<file path="src/rtl/conv_row_acc_pe_if.sv">
// Streaming bus of the convolution PE: input beat channel (activations and
// weights) and output result channel, both valid/ready.
interface conv_row_acc_pe_if #(
   parameter int K      = 3,
   parameter int DATA_W = 8,
   parameter int ACC_W  = 24,
   parameter int OUT_W  = 8
);
   logic                     in_valid;
   logic                     in_ready;
   logic [K*DATA_W-1:0]      in_data;
   logic [K*DATA_W-1:0]      weight;
   logic                     out_valid;
   logic                     out_ready;
   logic signed [OUT_W-1:0]  out_data;
   logic signed [ACC_W-1:0]  out_acc;

   modport master (
      output in_valid, in_data, weight, out_ready,
      input  in_ready, out_valid, out_data, out_acc
   );

   modport slave (
      input  in_valid, in_data, weight, out_ready,
      output in_ready, out_valid, out_data, out_acc
   );
endinterface

</file>
<file path="src/rtl/conv_row_acc_pe.sv">
// Convolution processing element: K-tap multiply, row reduction, windowed
// accumulation over cfg_rows rows with bias, rounding shift, ReLU and
// saturation. Four register stages (products, row sum, accumulate, output),
// all frozen together while a result waits on out_ready.
module conv_row_acc_pe #(
   parameter int K      = 3,
   parameter int DATA_W = 8,
   parameter int ACC_W  = 24,
   parameter int OUT_W  = 8
) (
   input  logic                    clk,
   input  logic                    rst_n,
   input  logic [3:0]              cfg_rows,
   input  logic [4:0]              cfg_shift,
   input  logic                    cfg_relu,
   input  logic signed [ACC_W-1:0] cfg_bias,
   conv_row_acc_pe_if.slave        pe_if
);

   localparam int PW = 2 * DATA_W;
   // Wide enough that the rounding constant for any 5-bit shift never overflows.
   localparam int RW = ACC_W + 33;
   localparam logic signed [RW-1:0] OMAX = {{(RW-OUT_W+1){1'b0}}, {(OUT_W-1){1'b1}}};
   localparam logic signed [RW-1:0] OMIN = {{(RW-OUT_W+1){1'b1}}, {(OUT_W-1){1'b0}}};

   function automatic logic signed [RW-1:0] round_shift(input logic signed [ACC_W-1:0] a,
                                                        input logic [4:0] sh);
      logic signed [RW-1:0] ext;
      logic signed [RW-1:0] rnd;
      ext = {{(RW-ACC_W){a[ACC_W-1]}}, a};
      rnd = '0;
      if (sh != 5'd0) rnd = RW'(1) << (sh - 5'd1);
      return (ext + rnd) >>> sh;
   endfunction

   function automatic logic signed [OUT_W-1:0] saturate(input logic signed [RW-1:0] r,
                                                        input logic relu);
      logic signed [RW-1:0] v;
      v = r;
      if (relu && v < 0) v = '0;
      if (v > OMAX) v = OMAX;
      else if (v < OMIN) v = OMIN;
      return v[OUT_W-1:0];
   endfunction

   logic                    advance;
   logic                    accept;

   // window control (input side)
   logic [3:0]              in_cnt_q, in_cnt_d;
   logic [3:0]              rows_q;
   logic [4:0]              shift_q;
   logic                    relu_q;
   logic signed [ACC_W-1:0] bias_q;
   logic                    first_in, last_in;
   logic [3:0]              win_rows;
   logic [4:0]              win_shift;
   logic                    win_relu;
   logic signed [ACC_W-1:0] win_bias;

   // stage 0
   logic signed [PW-1:0]    prod_d [K];
   logic signed [PW-1:0]    prod_p0_q [K];
   logic                    vld_p0_q, first_p0_q, last_p0_q, relu_p0_q;
   logic [4:0]              shift_p0_q;
   logic signed [ACC_W-1:0] bias_p0_q;

   // stage 1
   logic signed [ACC_W-1:0] rowsum_d;
   logic signed [ACC_W-1:0] rowsum_p1_q;
   logic                    vld_p1_q, first_p1_q, last_p1_q, relu_p1_q;
   logic [4:0]              shift_p1_q;
   logic signed [ACC_W-1:0] bias_p1_q;

   // stage 2
   logic signed [ACC_W-1:0] acc_q, acc_d;
   logic signed [ACC_W-1:0] accn_p2_q;
   logic                    vld_p2_q, relu_p2_q;
   logic [4:0]              shift_p2_q;

   // stage 3 (output)
   logic                    out_valid_q;
   logic signed [OUT_W-1:0] out_data_q;
   logic signed [ACC_W-1:0] out_acc_q;

   assign advance         = !(out_valid_q && !pe_if.out_ready);
   assign accept          = pe_if.in_valid && advance;
   assign pe_if.in_ready  = advance;
   assign pe_if.out_valid = out_valid_q;
   assign pe_if.out_data  = out_data_q;
   assign pe_if.out_acc   = out_acc_q;

   // Window config: live inputs on the first row, latched copy afterwards.
   always_comb begin
      first_in  = (in_cnt_q == 4'd0);
      win_rows  = first_in ? ((cfg_rows == 4'd0) ? 4'd1 : cfg_rows) : rows_q;
      win_shift = first_in ? cfg_shift : shift_q;
      win_relu  = first_in ? cfg_relu  : relu_q;
      win_bias  = first_in ? cfg_bias  : bias_q;
      last_in   = (in_cnt_q == win_rows - 4'd1);
      in_cnt_d  = last_in ? 4'd0 : in_cnt_q + 4'd1;
   end

   // Row counter and per-window config latch.
   always_ff @(posedge clk or negedge rst_n) begin
      if (!rst_n) begin
         in_cnt_q <= '0;
         rows_q   <= '0;
         shift_q  <= '0;
         relu_q   <= 1'b0;
         bias_q   <= '0;
      end else if (accept) begin
         in_cnt_q <= in_cnt_d;
         if (first_in) begin
            rows_q  <= win_rows;
            shift_q <= win_shift;
            relu_q  <= win_relu;
            bias_q  <= win_bias;
         end
      end
   end

   // Per-tap signed products.
   always_comb begin
      for (int i = 0; i < K; i++) begin
         prod_d[i] = PW'($signed(pe_if.in_data[i*DATA_W +: DATA_W])) *
                     PW'($signed(pe_if.weight[i*DATA_W +: DATA_W]));
      end
   end

   // Row reduction of the registered products.
   always_comb begin
      rowsum_d = '0;
      for (int i = 0; i < K; i++) rowsum_d = rowsum_d + ACC_W'(prod_p0_q[i]);
   end

   // Window accumulation; the first row restarts from the bias.
   always_comb acc_d = (first_p1_q ? bias_p1_q : acc_q) + rowsum_p1_q;

   // Stage valids, accumulator and output register.
   always_ff @(posedge clk or negedge rst_n) begin
      if (!rst_n) begin
         vld_p0_q    <= 1'b0;
         vld_p1_q    <= 1'b0;
         vld_p2_q    <= 1'b0;
         acc_q       <= '0;
         out_valid_q <= 1'b0;
         out_data_q  <= '0;
         out_acc_q   <= '0;
      end else if (advance) begin
         // ---- stage 0 -> 1 -> 2 valids
         vld_p0_q <= accept;
         vld_p1_q <= vld_p0_q;
         vld_p2_q <= vld_p1_q && last_p1_q;
         // ---- stage 2: accumulator
         if (vld_p1_q) acc_q <= last_p1_q ? '0 : acc_d;
         // ---- stage 3: requantised output
         out_valid_q <= vld_p2_q;
         if (vld_p2_q) begin
            out_acc_q  <= accn_p2_q;
            out_data_q <= saturate(round_shift(accn_p2_q, shift_p2_q), relu_p2_q);
         end
      end
   end

   // Datapath registers; qualified by the stage valids, so no reset needed.
   always_ff @(posedge clk) begin
      if (advance) begin
         // ---- stage 0
         for (int i = 0; i < K; i++) prod_p0_q[i] <= prod_d[i];
         first_p0_q  <= first_in;
         last_p0_q   <= last_in;
         shift_p0_q  <= win_shift;
         relu_p0_q   <= win_relu;
         bias_p0_q   <= win_bias;
         // ---- stage 1
         rowsum_p1_q <= rowsum_d;
         first_p1_q  <= first_p0_q;
         last_p1_q   <= last_p0_q;
         shift_p1_q  <= shift_p0_q;
         relu_p1_q   <= relu_p0_q;
         bias_p1_q   <= bias_p0_q;
         // ---- stage 2
         accn_p2_q   <= acc_d;
         shift_p2_q  <= shift_p1_q;
         relu_p2_q   <= relu_p1_q;
      end
   end

endmodule
</file>
<file path="src/flat_wrapper.sv">
// flat-port wrapper written by rule: the top's interface ports become plain ports
module conv_row_acc_pe_flat 
#(
   parameter int K      = 3,
   parameter int DATA_W = 8,
   parameter int ACC_W  = 24,
   parameter int OUT_W  = 8
)
  (clk, rst_n, cfg_rows, cfg_shift, cfg_relu, cfg_bias, pe_if_in_valid, pe_if_in_data, pe_if_weight, pe_if_out_ready, pe_if_in_ready, pe_if_out_valid, pe_if_out_data, pe_if_out_acc);
  conv_row_acc_pe_if #(.K(K), .DATA_W(DATA_W), .ACC_W(ACC_W), .OUT_W(OUT_W)) pe_if_i ();
  input  logic clk;
  input  logic rst_n;
  input  logic [3:0] cfg_rows;
  input  logic [4:0] cfg_shift;
  input  logic cfg_relu;
  input  logic signed [ACC_W-1:0] cfg_bias;
  input wire logic [$bits(pe_if_i.in_valid)-1:0] pe_if_in_valid;
  input wire logic [$bits(pe_if_i.in_data)-1:0] pe_if_in_data;
  input wire logic [$bits(pe_if_i.weight)-1:0] pe_if_weight;
  input wire logic [$bits(pe_if_i.out_ready)-1:0] pe_if_out_ready;
  output wire logic [$bits(pe_if_i.in_ready)-1:0] pe_if_in_ready;
  output wire logic [$bits(pe_if_i.out_valid)-1:0] pe_if_out_valid;
  output wire logic [$bits(pe_if_i.out_data)-1:0] pe_if_out_data;
  output wire logic [$bits(pe_if_i.out_acc)-1:0] pe_if_out_acc;
  assign pe_if_i.in_valid = pe_if_in_valid;
  assign pe_if_i.in_data = pe_if_in_data;
  assign pe_if_i.weight = pe_if_weight;
  assign pe_if_i.out_ready = pe_if_out_ready;
  assign pe_if_in_ready = pe_if_i.in_ready;
  assign pe_if_out_valid = pe_if_i.out_valid;
  assign pe_if_out_data = pe_if_i.out_data;
  assign pe_if_out_acc = pe_if_i.out_acc;
  conv_row_acc_pe #(.K(K), .DATA_W(DATA_W), .ACC_W(ACC_W), .OUT_W(OUT_W)) u_core (.clk(clk), .rst_n(rst_n), .cfg_rows(cfg_rows), .cfg_shift(cfg_shift), .cfg_relu(cfg_relu), .cfg_bias(cfg_bias), .pe_if(pe_if_i));
endmodule
</file>
<file path="config.mk">
export PLATFORM = sky130hd
export DESIGN_NAME = conv_row_acc_pe_flat
export DESIGN_NICKNAME = d
export VERILOG_FILES = /design/src/rtl/conv_row_acc_pe_if.sv /design/src/rtl/conv_row_acc_pe.sv /design/src/flat_wrapper.sv
export SDC_FILE = /design/constraint.sdc
export NUM_CORES = 1
export LEC_CHECK = 0
export CAP_MARGIN = 15
export CORE_ASPECT_RATIO = 1.5
export CORE_MARGIN = 4
export CORE_UTILIZATION = 30
export DETAILED_ROUTE_END_ITERATION = 6
export SLEW_MARGIN = 5
export SYNTH_ARGS = -nofsm -noshare
export SYNTH_HDL_FRONTEND = slang
export SYNTH_SLANG_ARGS = --single-unit
</file>
<file path="constraint.sdc">
create_clock -name clk -period 18.8 [get_ports clk]
set_clock_uncertainty 0.15 [all_clocks]
set_input_delay 1.88 -clock clk [delete_from_list [all_inputs] [get_ports clk]]
set_output_delay 1.88 -clock clk [all_outputs]
set_load 0.02 [all_outputs]
</file>
==> key figures <==
Run status
  – Result of the run: completed

Route
  – DRC violation total after the first TritonRoute iteration: 1174
  – Post-Route WL: 65700 µm
  – Antenna-violating nets left: 0
  – Routed length per instance: around 19 µm
  – Number of optimization iterations in the first detailed-route pass: 6
  – Overall via count from detail_route: around 18000
  – Final routed DRC violation total: 0
  – Via-per-instance ratio: between 5 and 6

STA
  – Worst slew margin relative to its limit: 0.324
  – Final worst-path setup slack: around 12 ns
  – Final Critical Period: roughly 7.1 ns
  – Portion of the clock cycle consumed by the worst path in the final layout: 0.375
  – Setup repair after global routing missed its margin: no
  – Final setup violation count: 0
  – Number of max-slew violations in the final report: 0
  – Top achievable clock speed: around 140 MHz
  – Final Hold Vio Count: 0
  – Worst Max-Slew Pin Slew: 1.01 ns
  – Sum of negative setup slack: 0 ns

Logic synthesis
  – Top-area cell type share of the netlist area: 0.204
  – Cell types with the largest area share after synthesis: sky130_fd_sc_hd__edfxtp_1 20%, sky130_fd_sc_hd__fa_1 16%, sky130_fd_sc_hd__dfrtp_1 10%
  – Count of state elements after synthesis: 258
  – Cell area after synthesis: approximately 24000 µm²
  – Async S/R FF share, synth: 0.380
  – Syn Nets: 2793
  – Predominant post-synthesis flop cell: sky130_fd_sc_hd__edfxtp_1
  – Mapped Avg Cell Area: 9.97 µm²
  – Sequential cell area fraction in the yosys report: 0.308
  – Gate Count Post-Synth: ~2400
  – Synth warnings: 0
  – Post-synth top area cell: sky130_fd_sc_hd__edfxtp_1
  – Unique masters post-synth: 86
  – Number of synthesized flops with an enable pin: between 150 and 200

Final layout
  – Most common cell after layout, fill and taps aside: sky130_fd_sc_hd__nand2_1
  – Final design area excluding fillers: approximately 27000 µm²
  – Area growth, synth to finish: 13.9%
  – Net count reported at finish: between 2000 and 3000
  – Most frequent cells in the layout: 248 x sky130_fd_sc_hd__nand2_1, 229 x sky130_fd_sc_hd__inv_1, 184 x sky130_fd_sc_hd__fa_1
  – Number of standard cells in the layout, taps in and fillers out: 3489
  – Share of final-layout standard cells stronger than drive strength 1: 0.0850

Power and ir drop
  – Leakage: between 10 and 15 nW
  – PwrDens: ~190 nW/µm²
  – Overall power: around 5.0 mW
  – Max IR drop VDD: 0.0842 mV

Floorplan
  – Number of ports placed on the die boundary: 120
  – Width of the die: roughly 240 µm
  – Full die area: between 80000 and 90000 µm²
  – Chip height: about 350 µm
  – Initial core utilization: 0.303
  – Area of the core region: approximately 78000 µm²
  – Core Rows: approximately 130

Clock network
  – Max clock buf depth: 3
  – Number of clock sinks: between 200 and 300
  – Master cell of the clock root buffer: sky130_fd_sc_hd__clkbuf_16
  – Hold-fix buffers at CTS: 0
  – Insertion delay to the later sink of the worst-skew pair: between 0.5 and 0.6 ns
  – H-tree lvl count: 1
  – Setup Buffers After CTS: 0
  – Post_cts resized: 0
  – Clock-pin slew of the registers on the worst-case setup and hold paths: about 0.060 ns
  – TritonCTS Buffers: 29
  – CTS tree: built

Worst setup path
  – Maximum single-stage delay on the critical path: 0.78 ns
  – Ordered cell list for the critical path: buf_4 > inv_2 > buf_4 > nand2_1 > nor3_1 > ha_1 > o21a_1 > o211a_1 > and3_1 > o21ai_4 > a211oi_4 > o21ai_0 > mux2i_1 > a221oi_1 > nand2_1 > a221oi_1 > o211ai_1 > nor4_1 > nand4_1 > o21a_1 > o32ai_1
  – CP endpoint kind: flip-flop
  – Classification of the worst setup path: reg2reg
  – Largest fanout of any net on the critical path: 29
  – Category of the worst setup path launch point: flip-flop
  – Category of cells accounting for the largest share of critical-path delay: compound AO/OA/AOI/OAI gates
  – Cell at the slowest stage of the critical path: sky130_fd_sc_hd__a221oi_1
  – Arrival time worst endpoint: between 7 and 8 ns
  – Sum of buffers and inverters on the critical path: 3
  – Required time reported for the critical path endpoint: between 15 and 20 ns

Global route
  – Vias in the first global route: roughly 18000
  – Largest net degree at the start of global routing: 81
  – Wire length of the first global-routing pass: approximately 100000 µm
  – Final global-route overflow total: 0
  – Number of antenna violations at the first check in global routing: 3
  – Global routing usage summed across all routing layers: 0.155

Placed design
  – Routability-driven placement congestion ratio: ~0.96
  – Placed Cells: 3433
  – Sum of net half-perimeters after detailed placement: just over 50000 µm
  – Count of buffers inserted at the top-level ports: around 120
  – Placement-stage worst setup slack: around 12 ns
  – Area after detailed placement: 25800 µm²

Min path
  – Hold WC Path Type: reg2reg

Run
  – Max-capacitance violation count: 0
[worst reg2reg max path, stage by stage, from the launching register on]
cell and delay, ns:
sky130_fd_sc_hd__edfxtp_1 0.36, sky130_fd_sc_hd__buf_4 0.25, sky130_fd_sc_hd__inv_2 0.23, sky130_fd_sc_hd__buf_4 0.42, sky130_fd_sc_hd__nand2_1 0.53, sky130_fd_sc_hd__nor3_1 0.38, sky130_fd_sc_hd__ha_1 0.33, sky130_fd_sc_hd__o21a_1 0.22
sky130_fd_sc_hd__o211a_1 0.25, sky130_fd_sc_hd__and3_1 0.24, sky130_fd_sc_hd__o21ai_4 0.32, sky130_fd_sc_hd__a211oi_4 0.16, sky130_fd_sc_hd__o21ai_0 0.40, sky130_fd_sc_hd__mux2i_1 0.23, sky130_fd_sc_hd__a221oi_1 0.35, sky130_fd_sc_hd__nand2_1 0.21
sky130_fd_sc_hd__a221oi_1 0.78, sky130_fd_sc_hd__o211ai_1 0.22, sky130_fd_sc_hd__nor4_1 0.33, sky130_fd_sc_hd__nand4_1 0.13, sky130_fd_sc_hd__o21a_1 0.32, sky130_fd_sc_hd__o32ai_1 0.16
[flip-flops by register name (all words and copies together) (netlist names), 4 cells and up]
| signal | flops |
|---|---|
| u_core.shift_q | 5 |
| u_core.pe_if.out_data | 8 |
| u_core.shift_p0_q | 5 |
| u_core.acc_q | 24 |
| u_core.bias_q | 24 |
| u_core.rows_q | 4 |
| u_core.bias_p1_q | 24 |
| u_core.shift_p2_q | 5 |
| u_core.rowsum_p1_q | 18 |
| u_core.bias_p0_q | 24 |
| u_core.pe_if.out_acc | 24 |
| u_core.prod_p0_q | 48 |
| u_core.accn_p2_q | 24 |
| u_core.shift_p1_q | 5 |
| u_core.in_cnt_q | 4 |
[through the flow]
step           utilization  hold WS [ns]
2_1_floorplan            -         0.250
3_3_place_gp         0.333         0.251
3_5_place_dp         0.333         0.255
4_1_cts              0.345         0.268
5_1_grt              0.345         0.272
6_report             0.346         0.268
[cells by family after synthesis]
group,synth area share
XOR/XNOR,0.0439
adder cells (fa/ha/maj),0.243
other,0.000319
AND/OR/NAND/NOR,0.141
AO/OA/AOI/OAI,0.139
buffers and inverters,0.0521
flip-flops,0.308
multiplexers,0.0729
[Yosys cell counts, types with 12 or more instances]
library cell,n
sky130_fd_sc_hd__a21oi_1,129
sky130_fd_sc_hd__a22o_1,24
sky130_fd_sc_hd__nand2b_1,32
sky130_fd_sc_hd__o21a_1,14
sky130_fd_sc_hd__nor2_1,133
sky130_fd_sc_hd__nand4_1,12
sky130_fd_sc_hd__fa_1,184
sky130_fd_sc_hd__and2_1,128
sky130_fd_sc_hd__nor3_1,48
sky130_fd_sc_hd__edfxtp_1,160
sky130_fd_sc_hd__o211ai_1,23
sky130_fd_sc_hd__nand2_1,248
sky130_fd_sc_hd__inv_1,229
sky130_fd_sc_hd__buf_1,19
sky130_fd_sc_hd__o21ai_0,92
sky130_fd_sc_hd__clkbuf_1,52
sky130_fd_sc_hd__xor2_1,28
sky130_fd_sc_hd__mux2_2,103
sky130_fd_sc_hd__o22ai_1,17
sky130_fd_sc_hd__nand3_1,38
sky130_fd_sc_hd__mux2i_1,33
sky130_fd_sc_hd__a31oi_1,12
sky130_fd_sc_hd__a21o_1,27
sky130_fd_sc_hd__dfrtp_1,98
sky130_fd_sc_hd__ha_1,162
sky130_fd_sc_hd__a211oi_1,17
sky130_fd_sc_hd__o21bai_1,26
sky130_fd_sc_hd__xnor2_1,90
[final cells by class]
type / instances / area [µm²]
fillers: 8018 / 50800
flip-flops and latches: 258 / 7260
inverters: 233 / 875
multi-input cells: 1787 / 15100
clock buffers: 34 / 754
repair buffers: 139 / 1340
diodes: 2 / 5.00
well taps: 1016 / 1270
clock inverters: 20 / 240
[worst paths after layout]
check	start	to	slack, ns	cells past startpoint
setup / recovery	u_core.shift_p2_q[0]	u_core.pe_if.out_data[1]	11.74	21
max in group asynchronous	rst_n	u_core.pe_if.out_acc[5]	16.05	2
hold reg to reg	u_core.relu_p0_q	u_core.relu_p1_q	0.27	0
hold / removal	u_core.relu_p0_q	u_core.relu_p1_q	0.27	0
setup reg to reg	u_core.shift_p2_q[0]	u_core.pe_if.out_data[1]	11.74	21
min in group asynchronous	rst_n	u_core.pe_if.out_acc[6]	1.17	1
[metal layers]
metal,GRT usage,vias to the layer above,routed length (µm)
met3,0.0210,149,2810
li1,-,8409,-
met4,0.0635,0,2990
met5,0,-,0
met1,0.166,8742,23900
met2,0.304,480,36100
[power by group]
part	switching [mW]	total (mW)	internal, mW
registers	0.155	1.16	1.00
logic	1.94	3.28	1.33
clock network	0.238	0.595	0.357
Note: power is estimated with default switching activity, not from simulation.
